[src/rtl/dm_mmio_pkg.sv]
// Shared constants for the data-memory MMIO responder: register offsets and
// the active-low 7-segment encoding used by the HEX digits.
package dm_mmio_pkg;

    localparam logic [7:0] MMIO_SW    = 8'h00;
    localparam logic [7:0] MMIO_KEYEV = 8'h01;
    localparam logic [7:0] MMIO_LEDR  = 8'h02;
    localparam logic [7:0] MMIO_HEXLO = 8'h03;
    localparam logic [7:0] MMIO_HEXHI = 8'h04;
    localparam logic [7:0] MMIO_TMRLO = 8'h05;
    localparam logic [7:0] MMIO_TMRHI = 8'h06;

    localparam logic [6:0] SEG_BLANK = 7'h7F;

    // Bit 0 is segment a, bit 6 is segment g; a 0 lights the segment.
    localparam logic [6:0] SEG_CODES [16] = '{
        7'h40, 7'h79, 7'h24, 7'h30, 7'h19, 7'h12, 7'h02, 7'h78,
        7'h00, 7'h10, 7'h08, 7'h03, 7'h46, 7'h21, 7'h06, 7'h0E
    };

endpackage

[src/rtl/dm_mmio_responder_seg7_decoder.sv]
// Combinational hex nibble to active-low 7-segment decoder with blanking.
import dm_mmio_pkg::*;

module seg7_decoder (
    input  logic [3:0] nibble,
    input  logic       blank,
    output logic [6:0] seg
);

    assign seg = blank ? SEG_BLANK : SEG_CODES[nibble];

endmodule

[src/rtl/dm_mmio_responder.sv]
// MMIO responder sitting beside the dual-port data RAM: claims addresses with
// the top address bit set and serves switches, key events, LEDs, HEX and a timer.
import dm_mmio_pkg::*;

module dm_mmio_responder #(
    parameter int ADDR_W      = 9,
    parameter int DATA_W      = 16,
    parameter int SYNC_STAGES = 2
) (
    input  logic              clk,
    input  logic              rst,
    input  logic [ADDR_W-1:0] p0_maddr,
    input  logic [DATA_W-1:0] p0_wdata,
    input  logic              p0_write_mem,
    output logic [DATA_W-1:0] p0_rdata,
    output logic              p0_io_hit,
    input  logic [ADDR_W-1:0] p1_maddr,
    input  logic [DATA_W-1:0] p1_wdata,
    input  logic              p1_write_mem,
    output logic [DATA_W-1:0] p1_rdata,
    output logic              p1_io_hit,
    input  logic [9:0]        SW,
    input  logic [3:0]        KEY,
    output logic [9:0]        LEDR,
    output logic [6:0]        HEX0,
    output logic [6:0]        HEX1,
    output logic [6:0]        HEX2,
    output logic [6:0]        HEX3,
    output logic [6:0]        HEX4,
    output logic [6:0]        HEX5
);

    logic [7:0]        offset [2];
    logic [DATA_W-1:0] wdata  [2];
    logic [DATA_W-1:0] rd_val [2];
    logic [DATA_W-1:0] rdata_q [2];
    logic [1:0]        hit, wr, rd, hit_q;

    logic [SYNC_STAGES-1:0][9:0] sw_pipe;
    logic [SYNC_STAGES-1:0][3:0] key_pipe;
    logic [9:0]  sw_sync;
    logic [3:0]  key_sync, key_prev, press, flags;
    logic [9:0]  ledr_q;
    logic [15:0] hex_lo;
    logic [7:0]  hex_hi;
    logic [5:0]  blank;
    logic [31:0] counter;
    logic [15:0] shadow;
    logic        key_clear, tmr_clear, tmr_latch;

    assign offset[0] = p0_maddr[7:0];
    assign offset[1] = p1_maddr[7:0];
    assign wdata[0]  = p0_wdata;
    assign wdata[1]  = p1_wdata;
    assign hit       = {p1_maddr[ADDR_W-1], p0_maddr[ADDR_W-1]};
    assign wr        = hit & {p1_write_mem, p0_write_mem};
    // Side effects (flag clear, shadow latch) only come from non-write accesses.
    assign rd        = hit & ~{p1_write_mem, p0_write_mem};

    assign sw_sync  = sw_pipe[SYNC_STAGES-1];
    assign key_sync = key_pipe[SYNC_STAGES-1];
    assign press    = key_prev & ~key_sync;

    always_comb begin
        key_clear = 1'b0;
        tmr_clear = 1'b0;
        tmr_latch = 1'b0;
        for (int p = 0; p < 2; p++) begin
            if (rd[p] && offset[p] == MMIO_KEYEV) key_clear = 1'b1;
            if (rd[p] && offset[p] == MMIO_TMRLO) tmr_latch = 1'b1;
            if (wr[p] && offset[p] == MMIO_TMRLO) tmr_clear = 1'b1;
        end
    end

    always_comb begin
        for (int p = 0; p < 2; p++) begin
            rd_val[p] = '0;
            case (offset[p])
                MMIO_SW:    rd_val[p] = DATA_W'(sw_sync);
                MMIO_KEYEV: rd_val[p] = DATA_W'(flags);
                MMIO_LEDR:  rd_val[p] = DATA_W'(ledr_q);
                MMIO_HEXLO: rd_val[p] = DATA_W'(hex_lo);
                MMIO_HEXHI: rd_val[p] = DATA_W'({blank, hex_hi});
                MMIO_TMRLO: rd_val[p] = DATA_W'(counter[15:0]);
                MMIO_TMRHI: rd_val[p] = DATA_W'(shadow);
                default:    rd_val[p] = '0;
            endcase
        end
    end

    always_ff @(posedge clk or posedge rst) begin
        if (rst) begin
            sw_pipe  <= '0;
            key_pipe <= '1;
            key_prev <= '1;
            flags    <= '0;
        end else begin
            sw_pipe  <= {sw_pipe[SYNC_STAGES-2:0], SW};
            key_pipe <= {key_pipe[SYNC_STAGES-2:0], KEY};
            key_prev <= key_sync;
            flags    <= (key_clear ? 4'b0 : flags) | press;
        end
    end

    // Port 1 is visited last, so its write wins when both ports hit one register.
    always_ff @(posedge clk or posedge rst) begin
        if (rst) begin
            ledr_q <= '0;
            hex_lo <= '0;
            hex_hi <= '0;
            blank  <= 6'h3F;
        end else begin
            for (int p = 0; p < 2; p++) begin
                if (wr[p]) begin
                    case (offset[p])
                        MMIO_LEDR:  ledr_q <= wdata[p][9:0];
                        MMIO_HEXLO: hex_lo <= wdata[p][15:0];
                        MMIO_HEXHI: begin
                            hex_hi <= wdata[p][7:0];
                            blank  <= wdata[p][13:8];
                        end
                        default: ;
                    endcase
                end
            end
        end
    end

    always_ff @(posedge clk or posedge rst) begin
        if (rst) begin
            counter <= '0;
            shadow  <= '0;
        end else begin
            counter <= tmr_clear ? 32'd0 : counter + 32'd1;
            if (tmr_latch) shadow <= counter[31:16];
        end
    end

    always_ff @(posedge clk or posedge rst) begin
        if (rst) begin
            hit_q      <= '0;
            rdata_q[0] <= '0;
            rdata_q[1] <= '0;
        end else begin
            hit_q <= hit;
            for (int p = 0; p < 2; p++) begin
                rdata_q[p] <= hit[p] ? rd_val[p] : '0;
            end
        end
    end

    assign p0_rdata  = rdata_q[0];
    assign p1_rdata  = rdata_q[1];
    assign p0_io_hit = hit_q[0];
    assign p1_io_hit = hit_q[1];
    assign LEDR      = ledr_q;

    logic unused_bits;
    assign unused_bits = ^{p0_wdata[DATA_W-1:14], p1_wdata[DATA_W-1:14]};

    seg7_decoder u_hex0 (.nibble(hex_lo[3:0]),   .blank(blank[0]), .seg(HEX0));
    seg7_decoder u_hex1 (.nibble(hex_lo[7:4]),   .blank(blank[1]), .seg(HEX1));
    seg7_decoder u_hex2 (.nibble(hex_lo[11:8]),  .blank(blank[2]), .seg(HEX2));
    seg7_decoder u_hex3 (.nibble(hex_lo[15:12]), .blank(blank[3]), .seg(HEX3));
    seg7_decoder u_hex4 (.nibble(hex_hi[3:0]),   .blank(blank[4]), .seg(HEX4));
    seg7_decoder u_hex5 (.nibble(hex_hi[7:4]),   .blank(blank[5]), .seg(HEX5));

endmodule

[config.mk]
export PLATFORM = sky130hd
export DESIGN_NAME = dm_mmio_responder
export DESIGN_NICKNAME = d
export VERILOG_FILES = /design/src/rtl/dm_mmio_pkg.sv /design/src/rtl/dm_mmio_responder_seg7_decoder.sv /design/src/rtl/dm_mmio_responder.sv
export SDC_FILE = /design/constraint.sdc
export NUM_CORES = 1
export LEC_CHECK = 0
export CORE_MARGIN = 10
export CORE_UTILIZATION = 45
export DETAILED_ROUTE_END_ITERATION = 8
export PLACE_DENSITY_LB_ADDON = 0.25
export REMOVE_ABC_BUFFERS = 1
export SETUP_SLACK_MARGIN = 0.05
export SLEW_MARGIN = 40
export SYNTH_ARGS = -nofsm -noshare
export SYNTH_HDL_FRONTEND = slang
export SYNTH_SLANG_ARGS = --single-unit
[constraint.sdc]
create_clock -name clk -period 6.8 [get_ports clk]
set_input_delay 1.36 -clock clk [delete_from_list [all_inputs] [get_ports clk]]
set_output_delay 1.36 -clock clk [all_outputs]
set_load 0.02 [all_outputs]
# After elaboration in Yosys (flattened, before gate mapping)
# Memories as Yosys holds them, arrays and structs flattened.
# Index checks and enable logic that the tools add are counted.
# totals
ram_bits	0
register_bits	158
out_inout_bits	86
latchBits	0
rom_bits	672
mem_count	6
# mem_list
memory	words	width	rd	rd_ports_with_merged_regs	wr	line_no	source
(no name shown)	16	7	1	0	0	dm_mmio_responder_seg7_decoder.sv:10	assign seg = blank ? SEG_BLANK : SEG_CODES[nibble];
(no name shown)	16	7	1	0	0	dm_mmio_responder_seg7_decoder.sv:10	
(no name shown)	16	7	1	0	0	dm_mmio_responder_seg7_decoder.sv:10	
(no name shown)	16	7	1	0	0	dm_mmio_responder_seg7_decoder.sv:10	
(no name shown)	16	7	1	0	0	dm_mmio_responder_seg7_decoder.sv:10	
(no name shown)	16	7	1	0	0	dm_mmio_responder_seg7_decoder.sv:10	
# op_classes
div_mod_pow	0
shifts	0
add_sub_neg	1
bitwise_logic	12
muxes	46
eq_ne	12
reduce_logical	8
mul	0
order_cmp	6
# ops
cell	count
$pmux 16 s7	2
$mux 7	18
$mux 16	6
$eq 8x3->1 const B	6
$mux 10	4
$add 32x1->32 const B	1
$eq 8x2->1 const B	4
$mux 32	1
$mux 8	4
$ge 5x5->1 const B	6
$not 4->5	6
$mux 6	4
$eq 8x1->1 const B	2
$logic_not 8->1	2
$logic_and 1x1->1	6
$mux 1	6
$and 2x2->2	2
$and 4x4->4	1
$mux 4	1
$not 4->4	1
$or 4x4->4	1
$not 2->2	1

# Depth between registers and ports, before layout
# Gate-level depths: netlist of run 1.
# depth
depth_word	7
depth_mapped	7

# By module
# Synthesis of run 1 repeated with hierarchy kept, for this count alone.
# unflattened
cells_unflattened	960
hier_area_um2	9479.1
# by_module_without_submodules
mod	area_each_um2	cells_per_inst	instances
dm_mmio_responder	7729.9	742	1
seg7_decoder at u_hex2 ...	299.0	35	4
seg7_decoder at u_hex0 ...	276.5	39	2

# Least setup slack after synthesis of run 1
# OpenSTA, ideal clock, no wires.
# synth_timing
kind	input -> register
start	input p0_maddr[5]
end	register hex_lo[10]
setup_time_ps	122
t_arrival_ps	2958
slack_ps	3720
n_path_buf	1
cell_stages	5
path_cell_list	or4_4 > nor4_4 > buf_6 > mux2i_1 > a21oi_2
# synth_via
elab_chain_len	5
# synth_rtl
item	line_no	source
start: declaration	dm_mmio_responder.sv:12	input logic [ADDR_W-1:0] p0_maddr,
$eq 8x2->1 *	dm_mmio_responder.sv:115	case (offset[p])
$mux 16 *	dm_mmio_responder.sv:115	
$mux 16 *	dm_mmio_responder.sv:114	if (wr[p]) begin
$mux 16	dm_mmio_responder.sv:115	
$mux 16 *	dm_mmio_responder.sv:114	
end signal: assignment	dm_mmio_responder.sv:117	MMIO_HEXLO: hex_lo <= wdata[p][15:0];
end: declaration	dm_mmio_responder.sv:44	logic [15:0] hex_lo;
# Mark *: on every way between the ends. The rest lies on a longest branch, timed or not.
# A chain may end at the register's enable or synchronous reset.

# Worst setup path in the final report of run 1
# layout_timing
start	register hex_hi[0]
end	output HEX4[3]
# layout_via
elab_chain_len	5
# layout_rtl
item	line_no	source
start: declaration	dm_mmio_responder.sv:45	logic [7:0] hex_hi;
start signal: assignment	dm_mmio_responder.sv:119	hex_hi <= wdata[p][7:0];
$not 4->5 (implied by the code)	dm_mmio_responder_seg7_decoder.sv:10	
$mem_v2 16x7	-	
$mux 7 (implied by the code) (2 in a row)	dm_mmio_responder_seg7_decoder.sv:10	
$mux 7	dm_mmio_responder_seg7_decoder.sv:10	
end: declaration	dm_mmio_responder.sv:29	output logic [6:0] HEX4,
# Every way passes these cells. The select of a mux whose other input is x is not followed.

==> summary.txt, run 1 <==
Finish
  – Fraction of final layout cells sized beyond drive strength 1: 0.1205
  – Fin util: 0.5705
  – Top library cells by usage in the layout, fill and taps aside: 153 x sky130_fd_sc_hd__clkdlybuf4s50_1, 140 x sky130_fd_sc_hd__dfrtp_1, 126 x sky130_fd_sc_hd__nor2_1
  – Inserted Diodes: 0
  – Fill cells: about 1800
  – Area growth syn-to-layout: 24.36%
  – Leading cell type in the layout, fill and taps excluded: sky130_fd_sc_hd__clkdlybuf4s50_1
  – Area occupied by registers: just under 4000 sq um
  – Fin cells: ~1300
  – Area of the multi-input gates: around 5000 sq um
  – Number of nets in the layout: 1154

Logic synthesis
  – Average cell area after synthesis: between 9 and 10 sq um
  – Async set or reset register ratio after synthesis: 1.000
  – Synth unique cells: slightly below 60
  – Prevailing post-synth register cell: sky130_fd_sc_hd__dfrtp_1
  – Post-synthesis register bit count: 158
  – Number of warnings printed during yosys synthesis: 0
  – Synthesized instance count: around 940
  – Part of the Yosys area used for sequential elements: 0.4270
  – EDFF count, synth: 0
  – Netlist Area Pre-Place: about 9300 sq um

Hold path
  – Min-Delay Path Class: flop to flop

GRT
  – Largest net degree at the start of global routing: 105
  – Combined global-route utilization of all metal layers: 0.1999
  – Vias in the first global route: ~7400
  – Wire length of the first global-routing pass: 42.51 mm
  – Gr ovfl total: 0
  – Antenna violations before repair: 0

Critical path
  – Critical path fanouts, max: 8
  – Flop-to-flop setup slack: approximately 4.6 ns
  – Most numerous cell on the critical path: sky130_fd_sc_hd__inv_1
  – Number of buffers and inverters on the critical path: 3
  – Signal arrival time at the worst endpoint: about 2.8 ns
  – Setup crit end kind: output port
  – Master of the slowest instance on the critical path: sky130_fd_sc_hd__dfrtp_1
  – Cell-by-cell trace of the critical path: inv_1 > ha_1 > inv_1 > mux4_2 > or2_2 > clkdlybuf4s50_1
  – Largest stage delay, worst path: around 0.56 ns
  – Cell class contributing the biggest share of worst-path delay: buffers and inverters
  – Critical path type: flop to output port
  – Startpoint Class: flop
  – Required time of the critical path: roughly 5.4 ns

Timing
  – Setup repair after global routing missed its margin: false
  – Total count of hold-check failures in the final report: 0
  – Worst slew margin relative to its limit: 0.4079
  – Setup-violating endpoint count in the final report: 0
  – Worst Max-Slew Pin Slew: a little under 0.9 ns
  – Highest clock frequency the design can meet: roughly 240 MHz
  – Final critical delay including setup and external delays: ~4.2 ns
  – Part of the cycle the worst path needs: 0.6167
  – Fin Setup TNS: 0 ns
  – Post-Route Skew: about 0.012 ns
  – Max Transition Viols Final: 0

Clocking
  – Num CTS Buffers: 17
  – Resized cells post-CTS: 0
  – Buffer cell driving the clock tree root: sky130_fd_sc_hd__clkbuf_16
  – Clock Sinks: about 160
  – Number of levels in the clock H-tree: 4
  – CTS clk-pin slew, worst paths: around 0.070 ns
  – Number of buffers on the longest clock path: 2
  – CTS tree: yes
  – Buffers inserted by post-CTS timing repair: 0
  – Number of buffers inserted by hold repair at cts: 0
  – Clock latency at the later pin of the worst-skew pair: 0.44 ns

Drt
  – Drt initial violations: 662
  – Antenna Nets Post-Route: 0
  – Number of optimization iterations in the first detailed-route pass: 7
  – Number of design rule violations left after detail routing: 0
  – Via count: roughly 7800
  – Post-detailed-route wirelength per cell: about 20 um
  – Vias per Instance: ~6
  – Detailed Route WL: ~27 mm

Place
  – Total instance count after detailed placement: between 1000 and 1500
  – DP HPWL: between 15 and 20 mm
  – Gp weighted congestion: just under 0.9
  – PortBufs: 153

Pwr
  – Net switching fraction of the power: 0.3159
  – Reported net switching power: a little over 0.8 mW
  – P_int: about 1.8 mW
  – Maximum vdd drop: ~180 uV
  – Static Leakage: between 4 and 5 nW
  – Sequential Power Share: 0.437
  – Part of the total power dissipated in combinational logic: 0.198
  – Clock share of power: 0.364
  – Power density over the cells: roughly 230 nW/um^2

Floorplan
  – I/O pin total: between 150 and 200
  – Area of the core: ~20000 sq um
  – Die span in y: 163.8 um
  – Starting utilization of the core area: 0.4587
  – Number of placement rows: 52
  – Die area: roughly 27000 sq um
  – Die Wd: 163.8 um

Flow run
  – Max_cap viols: 0

Outcome
  – Status: completed
## cells in the mapped netlist, types with 2 or more instances
cell type | instances | area share
sky130_fd_sc_hd__mux4_2 | 10 | 0.024
sky130_fd_sc_hd__inv_1 | 28 | 0.011
sky130_fd_sc_hd__a211oi_1 | 11 | 0.0089
sky130_fd_sc_hd__a22o_1 | 12 | 0.011
sky130_fd_sc_hd__xnor2_1 | 2 | 0.0019
sky130_fd_sc_hd__and4_1 | 4 | 0.0038
sky130_fd_sc_hd__o21ai_0 | 26 | 0.014
sky130_fd_sc_hd__nand4_1 | 14 | 0.0094
sky130_fd_sc_hd__a31oi_1 | 8 | 0.0054
sky130_fd_sc_hd__a21oi_1 | 72 | 0.039
sky130_fd_sc_hd__nor4b_1 | 2 | 0.0019
sky130_fd_sc_hd__nor2_1 | 126 | 0.051
sky130_fd_sc_hd__clkbuf_1 | 48 | 0.019
sky130_fd_sc_hd__nand3_1 | 21 | 0.011
sky130_fd_sc_hd__or4_1 | 13 | 0.010
sky130_fd_sc_hd__and2_1 | 3 | 0.0020
sky130_fd_sc_hd__mux2i_1 | 88 | 0.095
sky130_fd_sc_hd__a221oi_1 | 4 | 0.0038
sky130_fd_sc_hd__a32oi_1 | 3 | 0.0028
sky130_fd_sc_hd__nor2b_1 | 18 | 0.012
sky130_fd_sc_hd__buf_4 | 2 | 0.0016
sky130_fd_sc_hd__nor3_1 | 10 | 0.0054
sky130_fd_sc_hd__nand2_1 | 32 | 0.013
sky130_fd_sc_hd__or2_2 | 6 | 0.0040
sky130_fd_sc_hd__xor2_1 | 9 | 0.0085
sky130_fd_sc_hd__nor3b_1 | 6 | 0.0048
sky130_fd_sc_hd__and3_1 | 8 | 0.0054
sky130_fd_sc_hd__buf_2 | 8 | 0.0043
sky130_fd_sc_hd__a22oi_1 | 17 | 0.014
sky130_fd_sc_hd__o2bb2ai_1 | 9 | 0.0085
sky130_fd_sc_hd__o31ai_1 | 14 | 0.011
sky130_fd_sc_hd__buf_1 | 10 | 0.0040
sky130_fd_sc_hd__o211ai_1 | 2 | 0.0016
sky130_fd_sc_hd__dfrtp_1 | 140 | 0.38
sky130_fd_sc_hd__a311oi_1 | 5 | 0.0047
sky130_fd_sc_hd__ha_1 | 37 | 0.050
sky130_fd_sc_hd__a221o_1 | 11 | 0.012
sky130_fd_sc_hd__a211o_1 | 11 | 0.010
sky130_fd_sc_hd__a21oi_2 | 10 | 0.0094
sky130_fd_sc_hd__dfstp_2 | 18 | 0.051
sky130_fd_sc_hd__or3_1 | 6 | 0.0040
sky130_fd_sc_hd__clkbuf_8 | 4 | 0.0059
sky130_fd_sc_hd__o21a_1 | 5 | 0.0040
sky130_fd_sc_hd__mux2_2 | 27 | 0.033
## cell families after synthesis
kind of cell / after synthesis / share of synthesized area
simple gates: 277 / 0.1474
compound gates: 225 / 0.1650
flops: 158 / 0.4270
mux: 125 / 0.1514
buf+inv: 102 / 0.04905
fa+ha+maj: 37 / 0.04972
xor+xnor: 11 / 0.01035
## path summary, 6_finish.rpt
kind	start	to	cells past startpoint
setup / recovery	hex_hi[0]	HEX4[3]	6
hold / removal	sw_pipe[6]	sw_sync[6]	0
setup reg to reg	counter[0]	counter[24]	5
hold reg to reg	sw_pipe[6]	sw_sync[6]	0
max in group asynchronous	rst	hex_lo[5]	3
min in group asynchronous	rst	sw_pipe[2]	2
## area by class of cell
| cell class | count | share of cell area |
|---|---|---|
| Inverter | 28 | 0.009724 |
| Tap cell | 270 | 0.02917 |
| Clock buffer | 18 | 0.03890 |
| Multi-Input combinational cell | 675 | 0.4233 |
| Sequential cell | 158 | 0.3434 |
| Clock inverter | 14 | 0.01221 |
| Timing Repair Buffer | 169 | 0.1433 |
## worst register-to-register path, stage by stage (launching register included)
cell	delay [ns]
sky130_fd_sc_hd__dfrtp_1	0.44
sky130_fd_sc_hd__ha_1	0.22
sky130_fd_sc_hd__and3_1	0.41
sky130_fd_sc_hd__nand2_1	0.36
sky130_fd_sc_hd__or4_1	0.59
sky130_fd_sc_hd__a21oi_1	0.15
## through the flow
step | hold slack, ns | area [sq um] | setup slack (ns) | total power, mW
2_1_floorplan | 0.3312 | 8960 | 1.207 | 1.412
3_3_place_gp | 0.3322 | 10920 | 2.568 | 1.660
3_5_place_dp | 0.3347 | 10970 | 2.737 | 1.669
4_1_cts | 0.3507 | 11560 | 2.626 | 2.620
5_1_grt | 0.3528 | 11580 | 2.515 | 2.730
6_report | 0.3499 | 11580 | 2.607 | 2.611
## per-layer routing
metal  part of all wire  up-vias  routed length [um]  track usage
met1               0.44     3850               11860       0.2729
met5                  0        -                   0            0
met4              0.018        0                 488      0.06296
li1                   -     3638                   -            -
met2               0.47      293               12810       0.3147
met3              0.073       32                1991      0.03755
## flip-flops by register name, indices dropped and copies added, names as in the netlist, 6 cells and up
| signal | flops |
|---|---|
| hex_hi | 8 |
| sw_sync | 10 |
| hex_lo | 16 |
| blank | 6 |
| sw_pipe | 10 |
| counter | 32 |
| p1_rdata | 16 |
| shadow | 16 |
| LEDR | 10 |
| p0_rdata | 16 |
## power by group through the flow
stage | Sequential, mW | Clock, mW | Combinational, mW
after global placement | 1.15 | 0 | 0.509
after floorplan | 1.12 | 0 | 0.297
after detailed placement | 1.15 | 0 | 0.517
final | 1.14 | 0.951 | 0.518
after CTS | 1.14 | 0.963 | 0.522
after global routing | 1.15 | 1.01 | 0.566
(Power assumes the default switching activity.)
==> run 2, diff against run 1 <==
Clock period 6.8 ns to 4.35 ns, I/O delays scaled along.
==> run 2 against run 1 <==
Non-clock buffer count up 10. Worst hold slack worse by 0.011 ns. Utilization up 0.42 points. Design area up 0.73%. Clock skew down 0.0046 ns. Sequential share of layout area down 0.25 points. Flip-flop and latch count unchanged. Via count about the same.
==> summary.txt, run 2 (same netlist as run 1, synthesis figures left out) <==
Outcome
  – Status: completed

Finish
  – Area growth syn-to-layout: 25.28%
  – Fin util: 0.5746 (+0.004192)
  – Fill cells: 1775 (-3.1%)
  – Number of flip-flops in the largest register: 32 (unchanged)
  – Leading cell type in the layout, fill and taps excluded: sky130_fd_sc_hd__clkdlybuf4s50_1
  – Register with the most flip-flops: counter
  – Fraction of final layout cells sized beyond drive strength 1: 0.1250 (+0.004473)
  – Inserted Diodes: 0 (unchanged)
  – Top library cells by usage in the layout, fill and taps aside: 153 x sky130_fd_sc_hd__clkdlybuf4s50_1, 140 x sky130_fd_sc_hd__dfrtp_1, 126 x sky130_fd_sc_hd__nor2_1
  – Number of nets in the layout: 1164 (+0.87%)
  – Area of the multi-input gates: 4890 sq um (-0.26%)
  – Area occupied by registers: 3976 sq um (unchanged)

Critical path
  – Critical path fanouts, max: 8 (unchanged)
  – Signal arrival time at the worst endpoint: 2.80 ns (-0.03 ns)
  – Setup crit end kind: output port
  – Cell-by-cell trace of the critical path: inv_1 > ha_1 > inv_1 > mux4_2 > or2_2 > clkdlybuf4s50_1
  – Startpoint Class: flop
  – Largest stage delay, worst path: 0.55 ns (about the same)
  – Critical path type: flop to output port
  – Required time of the critical path: 3.48 ns (-1.96 ns)
  – Most numerous cell on the critical path: sky130_fd_sc_hd__inv_1
  – Master of the slowest instance on the critical path: sky130_fd_sc_hd__clkdlybuf4s50_1

Clocking
  – Num CTS Buffers: 17 (unchanged)
  – Clock latency at the later pin of the worst-skew pair: 0.43 ns (about the same)
  – Buffers inserted by post-CTS timing repair: 0 (unchanged)
  – Number of levels in the clock H-tree: 4 (unchanged)
  – Resized cells post-CTS: 0 (unchanged)
  – CTS clk-pin slew, worst paths: 0.07 ns (about the same)
  – Number of buffers inserted by hold repair at cts: 0 (unchanged)
  – Clock Sinks: 158 (unchanged)
  – Number of buffers on the longest clock path: 2 (unchanged)
  – Buffer cell driving the clock tree root: sky130_fd_sc_hd__clkbuf_16
  – CTS tree: yes

Timing
  – Setup repair after global routing missed its margin: false
  – Setup-violating endpoint count in the final report: 0 (unchanged)
  – Part of the cycle the worst path needs: 0.8434
  – Final critical delay including setup and external delays: approximately 3.7 ns
  – Max Transition Viols Final: 0 (unchanged)
  – Worst slew margin relative to its limit: 0.4429 (+0.03495)
  – Post-route worst hold slack: 0.3387 ns (-0.01119 ns)
  – Post-Route Skew: 0.007352 ns (-0.004566 ns)
  – Worst Max-Slew Pin Slew: 0.8340 ns (-0.04736 ns)
  – Total count of hold-check failures in the final report: 0 (unchanged)
  – Highest clock frequency the design can meet: about 270 MHz

Drt
  – Detailed Route WL: 27.38 mm (+0.87%)
  – Antenna Nets Post-Route: 0 (unchanged)
  – Post-detailed-route wirelength per cell: 20.40 um (+0.12%)
  – Number of optimization iterations in the first detailed-route pass: 7 (unchanged)
  – Number of design rule violations left after detail routing: 0 (unchanged)
  – Drt initial violations: 581 (-12%)
  – Met3 wirelength from detailed routing: 1.673 mm (-16%)
  – Top layer in use: met4
  – Via count: 7810 (-0.038%)
  – Amount of wire on met2 after detailed routing: 12.93 mm (+0.95%)
  – Met1 layer wirelength in the final routing: 12.33 mm (+4.0%)
  – Vias per Instance: 5.820 (-0.78%)

Floorplan
  – Die area: 26850 sq um (unchanged)
  – I/O pin total: 154 (unchanged)
  – Area of the core: 20300 sq um (unchanged)
  – Number of placement rows: 52 (unchanged)
  – Starting utilization of the core area: 0.4587 (unchanged)
  – Die span in y: 163.8 um (unchanged)
  – Die Wd: 163.8 um (unchanged)

Place
  – DP HPWL: 20.30 mm (+3.6%)
  – Gp weighted congestion: 0.9046 (+1.9%)
  – PortBufs: 153 (unchanged)

GRT
  – Largest net degree at the start of global routing: 87 (-17%)
  – Gr ovfl total: 0 (unchanged)
  – Vias in the first global route: 7555 (+2.5%)
  – Antenna violations before repair: 0 (unchanged)
  – Wire length of the first global-routing pass: 43.07 mm (+1.3%)
  – Combined global-route utilization of all metal layers: 0.2025 (+0.002621)

Pwr
  – Power density over the cells: 357.8 nW/um^2 (+59%)
  – Static Leakage: 4.933 nW (+1.0%)
  – Total design power: 4.174 mW (+60%)
  – Maximum vdd drop: 282.8 uV (+56%)

Hold path
  – Min-Delay Path Class: flop to flop

Flow run
  – Max_cap viols: 0 (unchanged)
-- run 2: final cells by class --
class,count,area share
clock buffers,19,0.03711
repair buffers,179,0.1480
multi-input cells,675,0.4192
clock inverters,13,0.01620
well taps,270,0.02896
flip-flops and latches,158,0.3409
inverters,28,0.009654
-- run 2: path summary, 6_finish.rpt --
| kind | startpoint | to | slack [ns] | cells after the start |
|---|---|---|---|---|
| min in group asynchronous | rst | sw_sync[2] | 0.91 | 2 |
| setup reg to reg | counter[0] | counter[18] | 2.14 | 5 |
| max in group asynchronous | rst | blank[4] | 2.58 | 3 |
| hold / removal | sw_pipe[5] | sw_sync[5] | 0.34 | 0 |
| setup / recovery | hex_hi[0] | HEX4[3] | 0.68 | 6 |
| hold reg to reg | sw_pipe[5] | sw_sync[5] | 0.34 | 0 |
-- run 2: worst max-delay path, delay by kind of cell, from the launching register on --
kind / cells / cell delay [ns]
DFF: 1 / 0.53
adders and majority gates: 1 / 0.33
buffers and inverters: 3 / 0.77
and+or+nand+nor: 1 / 0.29
muxes: 1 / 0.45
-- run 2: routing by layer --
| metal | track usage | vias up |
|---|---|---|
| li1 | - | 3642 |
| met1 | 0.2768 | 3868 |
| met2 | 0.3210 | 272 |
| met3 | 0.03880 | 28 |
| met4 | 0.05686 | 0 |
| met5 | 0 | - |
-- run 2: where the power goes --
part / internal (mW) / switching [mW] / total, mW
Sequential: 1.59 / 0.202 / 1.79
Clock: 0.964 / 0.607 / 1.57
Combinational: 0.408 / 0.405 / 0.813
-- run 2: per-stage QoR --
step	cell area, sq um	worst slack [ns]	instances	TNS (ns)
after CTS	11650	0.6926	1341	0
after floorplan	8960	-0.7534	861	-105.48
after global routing	11660	0.6048	1342	0
final	11660	0.6813	1342	0
after detailed placement	11030	0.9502	1309	0
after global placement	11030	0.9927	1309	0
